**src/rtl/crc_pkg.sv**
```systemverilog
// ---------------------------------------------------------------------------
// crc_pkg
//   Shared definitions for the CRC engine scheduler slice:
//     - state_t        : scheduler FSM states (IDLE / SHIFT / DONE)
//     - DEFAULT_*      : default requester count, data width, polynomial width
//     - CRC*_*         : standard generator polynomials, MSB = x^(M-1) term
//     - rr_next()      : round-robin pointer increment with wrap
// ---------------------------------------------------------------------------
package crc_pkg;

    typedef enum logic [1:0] {
        IDLE  = 2'd0,
        SHIFT = 2'd1,
        DONE  = 2'd2
    } state_t;

    localparam int DEFAULT_NREQ = 4;
    localparam int DEFAULT_N    = 11;
    localparam int DEFAULT_M    = 5;

    // x^4 + x + 1
    localparam logic [4:0] CRC4_ITU = 5'b10011;
    // x^3 + x + 1
    localparam logic [3:0] CRC3_GSM = 4'b1011;
    // x^5 + x^2 + 1
    localparam logic [5:0] CRC5_USB = 6'b100101;

    // Index that follows idx in a ring of nreq entries.
    function automatic int rr_next(input int idx, input int nreq);
        return (idx + 1 >= nreq) ? 0 : idx + 1;
    endfunction

endpackage : crc_pkg

```
**src/rtl/crc_serial_lfsr.sv**
```systemverilog
// ---------------------------------------------------------------------------
// crc_serial_lfsr
//   Bit-serial CRC remainder register. Each enabled cycle folds one data bit
//   (MSB first) into the remainder, so after N enabled cycles rem holds
//   data * x^(M-1) mod poly.
// Ports
//   Clk    in   1      rising-edge clock
//   reset  in   1      asynchronous active-high reset, clears rem
//   clr    in   1      synchronous clear (start of a new word), wins over en
//   en     in   1      consume din this cycle
//   din    in   1      next data bit, MSB first
//   poly   in   M-1    generator coefficients below the implicit x^(M-1) term
//   rem    out  M-1    current remainder
// ---------------------------------------------------------------------------
module crc_serial_lfsr
    import crc_pkg::*;
#(
    parameter int M = DEFAULT_M
) (
    input  logic         Clk,
    input  logic         reset,
    input  logic         clr,
    input  logic         en,
    input  logic         din,
    input  logic [M-2:0] poly,
    output logic [M-2:0] rem
);

    logic fb;

    // The bit leaving the top of the register meets the incoming data bit;
    // when they differ the generator is subtracted (XOR) from the shifted value.
    assign fb = rem[M-2] ^ din;

    // NOTE: sequential state uses non-blocking assignments so every register
    // samples the pre-edge values, independent of statement order.
    always_ff @(posedge Clk or posedge reset) begin
        if (reset) begin
            rem <= '0;
        end else if (clr) begin
            rem <= '0;
        end else if (en) begin
            rem <= {rem[M-3:0], 1'b0} ^ (fb ? poly : '0);
        end
    end

endmodule : crc_serial_lfsr

```
**src/rtl/crc_engine_scheduler.sv**
```systemverilog
// ---------------------------------------------------------------------------
// crc_engine_scheduler
//   Round-robin scheduler sharing one bit-serial CRC engine among NREQ
//   requesters. A granted word and the current polynomial are captured, the
//   engine runs for N cycles, and the codeword {data, remainder} is offered on
//   a valid/ready output together with the winning requester id.
// Ports
//   Clk           in   1        rising-edge clock
//   reset         in   1        asynchronous active-high reset
//   req_valid     in   NREQ     requester i has a word pending
//   req_data      in   NREQ*N   word of requester i at [i*N +: N]
//   req_ready     out  NREQ     one-hot accept, only in IDLE (combinational)
//   polynomial    in   M        generator, sampled on accept only
//   out_valid     out  1        codeword available
//   out_ready     in   1        downstream accepts codeword
//   out_codeword  out  N+M-1    {data, remainder}
//   out_id        out  IDW      requester the codeword belongs to
//   busy          out  1        high while a word is in SHIFT or DONE
// ---------------------------------------------------------------------------
module crc_engine_scheduler
    import crc_pkg::*;
#(
    parameter  int NREQ = DEFAULT_NREQ,
    parameter  int N    = DEFAULT_N,
    parameter  int M    = DEFAULT_M,
    localparam int IDW  = $clog2(NREQ)
) (
    input  logic              Clk,
    input  logic              reset,
    input  logic [NREQ-1:0]   req_valid,
    input  logic [NREQ*N-1:0] req_data,
    output logic [NREQ-1:0]   req_ready,
    input  logic [M-1:0]      polynomial,
    output logic              out_valid,
    input  logic              out_ready,
    output logic [N+M-2:0]    out_codeword,
    output logic [IDW-1:0]    out_id,
    output logic              busy
);

    localparam int CNT_W = $clog2(N + 1);

    state_t           state_q;
    state_t           state_d;

    logic [IDW-1:0]   rr_ptr;
    logic [IDW-1:0]   grant;
    logic             any_req;
    logic             accept;
    logic             shift_en;
    logic             last_bit;

    logic [N-1:0]     data_sr;
    logic [M-2:0]     poly_q;
    logic [IDW-1:0]   cur_id;
    logic [CNT_W-1:0] bit_cnt;
    logic [M-2:0]     rem;

    // The x^(M-1) coefficient is implicit in the serial divider; an illegal
    // polynomial with this bit clear is simply processed as given.
    logic             poly_msb_unused;
    assign poly_msb_unused = polynomial[M-1];

    // -----------------------------------------------------------------------
    // Round-robin arbitration: scan rr_ptr, rr_ptr+1, ... (wrapping). The scan
    // runs from the farthest offset down so the nearest requester is written
    // last and wins, which avoids an early-exit loop.
    // -----------------------------------------------------------------------
    // NOTE: every variable assigned in always_comb gets a default at the top
    // of the block so no path leaves it unassigned (no inferred latch).
    always_comb begin
        int idx;
        idx     = 0;
        grant   = '0;
        any_req = 1'b0;
        for (int k = NREQ - 1; k >= 0; k--) begin
            idx = int'(rr_ptr) + k;
            if (idx >= NREQ) begin
                idx = idx - NREQ;
            end
            if (req_valid[idx]) begin
                grant   = IDW'(idx);
                any_req = 1'b1;
            end
        end
    end

    assign req_ready = (state_q == IDLE && any_req) ? (NREQ'(1) << grant) : '0;

    // The granted requester always has valid high, so a grant in IDLE is an
    // accept at the coming edge.
    assign accept    = (state_q == IDLE) && any_req;
    assign shift_en  = (state_q == SHIFT);
    assign last_bit  = (bit_cnt == CNT_W'(N - 1));

    // -----------------------------------------------------------------------
    // FSM: state register + next-state logic
    // -----------------------------------------------------------------------
    always_ff @(posedge Clk or posedge reset) begin
        if (reset) begin
            state_q <= IDLE;
        end else begin
            state_q <= state_d;
        end
    end

    always_comb begin
        state_d = state_q;
        unique case (state_q)
            IDLE: begin
                if (accept) begin
                    state_d = SHIFT;
                end
            end
            SHIFT: begin
                if (last_bit) begin
                    state_d = DONE;
                end
            end
            DONE: begin
                if (out_ready) begin
                    state_d = IDLE;
                end
            end
            default: state_d = IDLE;
        endcase
    end

    // -----------------------------------------------------------------------
    // Datapath: capture on accept, rotate the data word during SHIFT.
    // Rotating (rather than shifting out) feeds the MSB to the engine each
    // cycle and leaves the original word back in place after exactly N
    // cycles, so the same register supplies the data half of the codeword.
    // -----------------------------------------------------------------------
    // NOTE: only a handful of control/data registers exist here (no memory
    // arrays), so all of them are cleared by the asynchronous reset and an
    // interrupted word leaves no residue.
    always_ff @(posedge Clk or posedge reset) begin
        if (reset) begin
            rr_ptr  <= '0;
            data_sr <= '0;
            poly_q  <= '0;
            cur_id  <= '0;
            bit_cnt <= '0;
        end else if (accept) begin
            rr_ptr  <= IDW'(rr_next(int'(grant), NREQ));
            data_sr <= req_data[int'(grant) * N +: N];
            poly_q  <= polynomial[M-2:0];
            cur_id  <= grant;
            bit_cnt <= '0;
        end else if (shift_en) begin
            data_sr <= {data_sr[N-2:0], data_sr[N-1]};
            bit_cnt <= bit_cnt + CNT_W'(1);
        end
    end

    crc_serial_lfsr #(
        .M (M)
    ) u_lfsr (
        .Clk   (Clk),
        .reset (reset),
        .clr   (accept),
        .en    (shift_en),
        .din   (data_sr[N-1]),
        .poly  (poly_q),
        .rem   (rem)
    );

    // -----------------------------------------------------------------------
    // Outputs. All are decodes of registers, so they are glitch-free and hold
    // steady through a stalled DONE. The codeword is masked outside DONE so
    // partial remainders never appear on the link side.
    // -----------------------------------------------------------------------
    assign out_valid    = (state_q == DONE);
    assign busy         = (state_q != IDLE);
    assign out_codeword = out_valid ? {data_sr, rem} : '0;
    assign out_id       = cur_id;

endmodule : crc_engine_scheduler

```
**config.mk**
```make
export PLATFORM = sky130hd
export DESIGN_NAME = crc_engine_scheduler
export DESIGN_NICKNAME = d
export VERILOG_FILES = /design/src/rtl/crc_pkg.sv /design/src/rtl/crc_serial_lfsr.sv /design/src/rtl/crc_engine_scheduler.sv
export SDC_FILE = /design/constraint.sdc
export NUM_CORES = 1
export LEC_CHECK = 0
export CAP_MARGIN = 15
export CELL_PAD_IN_SITES_DETAIL_PLACEMENT = 1
export CELL_PAD_IN_SITES_GLOBAL_PLACEMENT = 2
export CORE_MARGIN = 2
export CORE_UTILIZATION = 26
export CTS_BUF_LIST = sky130_fd_sc_hd__clkbuf_2
export DETAILED_ROUTE_END_ITERATION = 10
export GPL_ROUTABILITY_DRIVEN = 0
export GPL_TIMING_DRIVEN = 1
export PLACE_DENSITY_LB_ADDON = 0.1
export SYNTH_ARGS = -nofsm -noshare
export SYNTH_HDL_FRONTEND = slang
export SYNTH_SLANG_ARGS = --single-unit
```
**constraint.sdc**
```tcl
create_clock -name Clk -period 3.77 [get_ports Clk]
set_clock_uncertainty 0.05 [all_clocks]
set_input_delay 1.131 -clock Clk [delete_from_list [all_inputs] [get_ports Clk]]
set_output_delay 1.131 -clock Clk [all_outputs]
set_load 0.05 [all_outputs]
```
After elaboration in Yosys (flattened, before gate mapping)
Cells that the tools add are included.
{"block": "totals", "in_bits": 56, "out_inout_bits": 23, "reg_bits": 29, "word_cells": 79}
{"block": "op_classes", "shifts": 2, "n_eq_ne": 6, "reduce_logical": 5, "bitwise": 2, "addsub": 9, "n_mux": 38, "mul": 1, "order_cmp": 9}
{"op": "$lt 32x4->1 const B", "n": 4}
{"op": "$mux 32", "n": 4}
{"op": "$shiftx 44x7->11", "n": 1}
{"op": "$mux 4", "n": 6}
{"op": "$mux 11", "n": 2}
{"op": "$mux 2", "n": 8}
{"op": "$mux 15", "n": 1}
{"op": "$ge 3x3->1 const B", "n": 4}
{"op": "$mux 1", "n": 12}
{"op": "$sub 3x3->4 const B", "n": 3}
{"op": "$bmux 1 s2", "n": 4}
{"op": "$add 2x1->3 const B", "n": 2}
{"op": "$add 2x2->3 const B", "n": 2}
{"op": "$mul 2x4->6 const B", "n": 1}
{"op": "$pmux 2 s3", "n": 1}
{"op": "$add 4x1->4 const B", "n": 1}
{"op": "$eq 4x4->1 const B", "n": 1}
{"op": "$ne 2x1->1 const B", "n": 2}
{"op": "$reduce_bool 2->1", "n": 2}
{"op": "$shl 1x2->4 const A", "n": 1}
{"op": "$sub 2x3->4 const B", "n": 1}
{"op": "$xor 4x4->4", "n": 1}
{"op": "$ge 2x3->1 const B", "n": 1}
{"op": "$reduce_and 3->1", "n": 1}
{"op": "other kinds (6)", "n": 6}

Depth between registers and ports, before layout
Gate-level depths: netlist (run 1).
{"block": "depth", "ltp_word": 13, "depth_mapped": 7, "ltp_nobuf": 6}

Cells and area by module
From an unflattened synthesis (run 1), not the netlist that was laid out.
{"block": "hier_totals", "cells_unflattened": 230, "hier_area_um2": 2019.4}
{"mod": "crc_engine_scheduler", "area_each_um2": 1766.7, "cells_each": 200, "seq_area_each_um2": 625.6, "instances": 1}
{"mod": "crc_serial_lfsr", "area_each_um2": 252.7, "cells_each": 30, "seq_area_each_um2": 100.1, "instances": 1}

Worst setup path before layout (run 1)
Ideal clock, no wire load.
{"block": "synth_timing", "path_kind": "input-to-output", "start": "in req_valid[2]", "end": "out req_ready[2]", "t_required_ns": 2.589, "n_path_buf": 1, "path_slack_ns": 0.138, "path_stages": 7, "t_arrival_ns": 2.451, "path_cell_list": "inv_1 o32a_1 and2_4 buf_12 clkinv_2 ha_1 and2_1"}
{"block": "synth_via", "elab_chain_len": 9, "word_cells_on_any_way": 23, "cone_classes": "shift (1); mux (21); reduce/logical (1)"}
{"item": "start: declaration", "line": "crc_engine_scheduler.sv:30", "rtl": "input logic [NREQ-1:0] req_valid,"}
{"item": "$bmux 1 s2", "line": "crc_engine_scheduler.sv:81", "rtl": "if (req_valid[idx]) begin"}
{"item": "$mux 1 (implied by the code) (2 in series)", "line": "crc_engine_scheduler.sv:81"}
{"item": "$mux 2 (3 in series)", "line": "crc_engine_scheduler.sv:81"}
{"item": "$mux 2 (*)", "line": "crc_engine_scheduler.sv:81"}
{"item": "net grant[0]", "line": "crc_engine_scheduler.sv:47", "rtl": "logic [IDW-1:0] grant;"}
{"item": "$shl 1x2->4 (*)", "line": "crc_engine_scheduler.sv:88", "rtl": "assign req_ready = (state_q == IDLE && any_req) ? (NREQ'(1) << grant) : '0;"}
{"item": "$mux 4 (*)", "line": "crc_engine_scheduler.sv:88"}
{"item": "end: declaration", "line": "crc_engine_scheduler.sv:32", "rtl": "output logic [NREQ-1:0] req_ready,"}
The timed path passes the listed nets; every way through them passes the cells marked *. The select of a mux whose other input is x is not followed.

Worst setup path after layout (run 1)
{"block": "layout_timing", "start": "in req_valid[2]", "end": "out req_ready[3]"}
{"block": "layout_via", "elab_chain_len": 9, "word_cells_on_any_way": 23, "cone_classes": "shift (1); mux (21); reduce/logical (1)"}
{"item": "$bmux 1 s2", "line": "crc_engine_scheduler.sv:81"}
{"item": "$mux 1 (implied by the code) (2 in series)", "line": "crc_engine_scheduler.sv:81"}
{"item": "$mux 2 or $mux 1 (tied branches) (4 in series)", "line": "crc_engine_scheduler.sv:81"}
{"item": "$shl 1x2->4 or $logic_and 1x1->1 (tied branches)", "line": "crc_engine_scheduler.sv:88"}
{"item": "$mux 4 (*)", "line": "crc_engine_scheduler.sv:88"}
Every way passes the cells marked *; elsewhere a longest branch is shown, timed or not. The select of a mux whose other input is x is not followed.

==> metrics.txt, run 1 <==
# TYPE chip_impl_metric gauge
chip_impl_info{name="status",value="finished, final reports clean"} 1
chip_impl_metric{name="synth_area_per_cell",unit="sq um"} 9.65
chip_impl_metric{name="rows",unit=""} 31
chip_impl_metric{name="clock_power_share",unit="%"} 12.3
chip_impl_metric{name="worst_pin_slew",unit="ns"} 0.760
chip_impl_info{name="min-delay-start",value="poly_q[0]"} 1
chip_impl_metric{name="fmax",unit="MHz"} 270
chip_impl_metric{name="number_of_enable_flip_flop_cells_after_synthesis",unit=""} 0
chip_impl_info{name="setup.worst_path.class",value="in2out"} 1
chip_impl_metric{name="globalRoute.totalOverflow",unit=""} 0
chip_impl_metric{name="count_of_buffers_inserted_at_the_top_level_ports",unit=""} 77
chip_impl_metric{name="num_vias",unit=""} 1832
chip_impl_metric{name="detail_route.wirelength",unit="mm"} 6.06
chip_impl_metric{name="ys_warn_count",unit=""} 0
chip_impl_info{name="final_cell_mix",value="sky130_fd_sc_hd__clkdlybuf4s50_1, sky130_fd_sc_hd__nand2_1, sky130_fd_sc_hd__dfrtp_1"} 1
chip_impl_metric{name="cts_max_path_buffers",unit=""} 2
chip_impl_metric{name="worstPathMaxFanout",unit=""} 5
chip_impl_info{name="layout.cells.most_common",value="sky130_fd_sc_hd__clkdlybuf4s50_1"} 1
chip_impl_metric{name="vdd_drop_max",unit="V"} 0.000188
chip_impl_metric{name="num_io_pins",unit=""} 79
chip_impl_metric{name="ys_ff_latch",unit=""} 29
chip_impl_metric{name="die_area",unit="sq um"} 8400
chip_impl_metric{name="chipWidth",unit="microns"} 91.7
chip_impl_metric{name="floorplan.initialDensity",unit="%"} 27.3
chip_impl_info{name="worst_setup_path_start_kind",value="input pin"} 1
chip_impl_metric{name="multiInputGateArea",unit="sq um"} 1160
chip_impl_metric{name="combinationalPowerShare",unit="%"} 56.5
chip_impl_metric{name="grt_max_degree",unit=""} 30
chip_impl_metric{name="antenna_left",unit=""} 0
chip_impl_metric{name="post_synth_instance_area",unit="sq um"} 2000
chip_impl_metric{name="maxSlewViolCount",unit=""} 0
chip_impl_info{name="cts_root_buffer",value="sky130_fd_sc_hd__clkbuf_2"} 1
chip_impl_metric{name="timing.max_slew.rel_slack",unit="%"} 49.4
chip_impl_info{name="clock_tree_from_tritoncts",value="yes"} 1
chip_impl_metric{name="synth_fp_nets",unit=""} 269
chip_impl_metric{name="grt_pass1_wl",unit="mm"} 9.94
chip_impl_info{name="ys.flop_type",value="sky130_fd_sc_hd__dfrtp_1"} 1
chip_impl_metric{name="fin_total_pwr",unit="mW"} 1.85
chip_impl_metric{name="post-route-drc-count",unit=""} 0
chip_impl_info{name="hold_path_end",value="poly_q[0]"} 1
chip_impl_metric{name="synthesis.instances",unit=""} 207
chip_impl_metric{name="antenna-diode-count",unit=""} 0
chip_impl_metric{name="power.leakage",unit="nW"} 1.34
chip_impl_metric{name="groute.usage.overall",unit="%"} 15.0
chip_impl_metric{name="r2r_cells",unit=""} 6
chip_impl_metric{name="vias_per_cell",unit=""} 4.60
chip_impl_metric{name="cts.hold.buffers_added",unit=""} 0
chip_impl_metric{name="regArea",unit="sq um"} 726
chip_impl_metric{name="ys_types",unit=""} 37
chip_impl_info{name="critical_path.reg2reg.endpoint",value="data_sr[0]"} 1
chip_impl_metric{name="crit_arrival",unit="ns"} 2.52
chip_impl_metric{name="internal_power",unit="mW"} 1.05
chip_impl_metric{name="synthArstFlopShare",unit="%"} 100
chip_impl_metric{name="core",unit="sq um"} 7330
chip_impl_metric{name="clock-sinks",unit=""} 29
chip_impl_metric{name="syn_to_final_growth",unit="%"} 50.9
chip_impl_metric{name="worst_skew_pair_latency",unit="ns"} 0.37
chip_impl_metric{name="min_delay_path_depth",unit=""} 2
chip_impl_info{name="holdCritPathClass",value="reg2reg"} 1
chip_impl_metric{name="power_switching",unit="uW"} 805
chip_impl_metric{name="report.final.setup_viol",unit=""} 0
chip_impl_metric{name="p_seq_share",unit="%"} 31.2
chip_impl_metric{name="final_min_period_over_clock_period",unit="%"} 98.2
chip_impl_metric{name="first_iter_violations",unit=""} 48
chip_impl_metric{name="vias_in_the_first_global_route",unit=""} 1950
chip_impl_metric{name="timing_hold_violations_final",unit=""} 0
chip_impl_metric{name="finish.net_count",unit=""} 360
chip_impl_metric{name="number_of_h_tree_levels",unit=""} 2
chip_impl_metric{name="cp.required",unit="ns"} 2.59
chip_impl_metric{name="clkSlewWorstSetupHoldPaths",unit="ns"} 0.18
chip_impl_metric{name="max_cap_violations",unit=""} 0
chip_impl_metric{name="die-height",unit="microns"} 91.7
chip_impl_metric{name="layout-drive-gt1-share",unit="%"} 19.4
chip_impl_metric{name="min_period",unit="ns"} 3.70
chip_impl_metric{name="netSwitchingFraction",unit="%"} 43.5
chip_impl_info{name="setup.worst_path.end_class",value="output port"} 1
chip_impl_metric{name="dp_hpwl",unit="mm"} 4.43
chip_impl_metric{name="power_density",unit="nW/um^2"} 614
chip_impl_metric{name="routed_wire_length_per_instance",unit="microns"} 15.2
chip_impl_info{name="critical_path.reg2reg.startpoint",value="rr_ptr[1]"} 1
chip_impl_metric{name="drt_pre_antenna_iters",unit=""} 4
chip_impl_metric{name="setup_tns",unit="ns"} 0
chip_impl_metric{name="cts_buffer_count",unit=""} 5
chip_impl_metric{name="num-fill-cells",unit=""} 847
chip_impl_metric{name="r2r_setup_slack",unit="ns"} 1.83
chip_impl_metric{name="antenna_violations_before_repair",unit=""} 0
chip_impl_metric{name="yosysSeqAreaShare",unit="%"} 36.3
-- flip-flops by register name (all words and copies together) (netlist names) --
signal	count
u_lfsr.rem	4
bit_cnt	4
poly_q	4
data_sr	11
state_q	2
out_id	2
rr_ptr	2
-- routing by layer --
metal | vias to the layer above | wire, microns | global-route usage (%)
li1 | 902 | - | -
met1 | 869 | 2630 | 18.0
met2 | 54 | 2940 | 25.5
met3 | 7 | 413 | 5.01
met4 | 0 | 80 | 4.17
met5 | - | 0 | 0
-- cell usage after synthesis, types with 4 or more instances --
cell | instances | area share (%)
sky130_fd_sc_hd__o221ai_1 | 7 | 3.1
sky130_fd_sc_hd__inv_1 | 6 | 1.1
sky130_fd_sc_hd__nand3_1 | 5 | 1.3
sky130_fd_sc_hd__nor2_1 | 4 | 0.75
sky130_fd_sc_hd__nand2_1 | 39 | 7.3
sky130_fd_sc_hd__mux2i_1 | 16 | 8.0
sky130_fd_sc_hd__xor2_1 | 5 | 2.2
sky130_fd_sc_hd__a21boi_0 | 5 | 1.9
sky130_fd_sc_hd__o21ai_0 | 9 | 2.3
sky130_fd_sc_hd__and2_1 | 20 | 6.3
sky130_fd_sc_hd__dfrtp_1 | 29 | 36
sky130_fd_sc_hd__a21oi_1 | 10 | 2.5
sky130_fd_sc_hd__ha_1 | 6 | 3.8
sky130_fd_sc_hd__and3_1 | 8 | 2.5
sky130_fd_sc_hd__clkbuf_1 | 4 | 0.75
-- critical path, cell delays in order --
cell and delay [ns]:
sky130_fd_sc_hd__dlygate4sd2_1 0.27, sky130_fd_sc_hd__inv_1 0.07, sky130_fd_sc_hd__o32a_1 0.35, sky130_fd_sc_hd__and2_4 0.19, sky130_fd_sc_hd__ha_1 0.19, sky130_fd_sc_hd__and2_1 0.17, sky130_fd_sc_hd__buf_12 0.15
-- logic make-up (layout without fill, tap and decap cells) --
logic type                 count (synthesis)  count (layout)  share of synthesized area [%]
adders and majority gates                  6               6                           3.76
muxes                                     17              17                           8.58
xor gates and xnor gates                   5               5                           2.19
and+or+nand+nor                           88              88                           23.4
DFF                                       29              29                           36.3
AOI/OAI and AO/OA                         44              44                           19.5
buffers and inverters                     18             110                           6.26
-- final cells by class --
| type | instances | share of cell area [%] |
|---|---|---|
| Tap cell | 99 | 4.11 |
| Clock inverter | 3 | 1.37 |
| Sequential cell | 29 | 24.1 |
| Multi-Input combinational cell | 160 | 38.6 |
| Timing Repair Buffer | 95 | 30.1 |
| Clock buffer | 5 | 0.830 |
| Inverter | 7 | 0.913 |
-- timing repair --
action / CTS / global route
resized for setup: 8 / 4
setup buffers: 1 / 1
setup endpoints to repair: 4 / 3
pin swaps: 2 / 2
-- power groups by stage --
stage               combinational, mW  clock (mW)  sequential, mW
detailed placement               1.05           0           0.584
floorplan                       0.745           0           0.583
finish                           1.05       0.227           0.578
global route                     1.17       0.250           0.607
global placement                 1.04           0           0.582
CTS                              1.06       0.238           0.579
-- stage by stage --
step / util, % / std cells / area [sq um] / hold slack [ns] / worst slack, ns
global placement: 39.8 / 388 / 2920 / 0.415 / -0.158
detailed placement: 39.8 / 388 / 2920 / 0.416 / -0.215
CTS: 40.8 / 397 / 2990 / 0.454 / 0.0217
floorplan: - / 207 / 2000 / 0.394 / 0.138
global route: 41.1 / 398 / 3020 / 0.493 / -0.00604
finish: 41.1 / 398 / 3020 / 0.449 / 0.0671
-- worst max path at each step --
stage | to | slack (ns) | cells past startpoint | startpoint
6_report | req_ready[3] | 0.07 | 7 | req_valid[2]
5_1_grt | req_ready[1] | -0.006 | 9 | req_valid[1]
4_1_cts | req_ready[1] | 0.02 | 9 | req_valid[1]
3_5_place_dp | req_ready[2] | -0.21 | 8 | req_valid[1]
3_3_place_gp | req_ready[0] | -0.16 | 8 | req_valid[1]
2_1_floorplan | req_ready[2] | 0.14 | 7 | req_valid[2]
(Power assumes the default switching activity.)
==> run 2: changes to the inputs <==
--- a/config.mk
+++ b/config.mk
@@ -5,7 +5,6 @@
 export SDC_FILE = /design/constraint.sdc
 export NUM_CORES = 1
 export LEC_CHECK = 0
-export CAP_MARGIN = 15
 export CELL_PAD_IN_SITES_DETAIL_PLACEMENT = 1
 export CELL_PAD_IN_SITES_GLOBAL_PLACEMENT = 2
 export CORE_MARGIN = 2
==> results of run 2 <==
Final layout, timing and power as in run 1 (identical DEF).
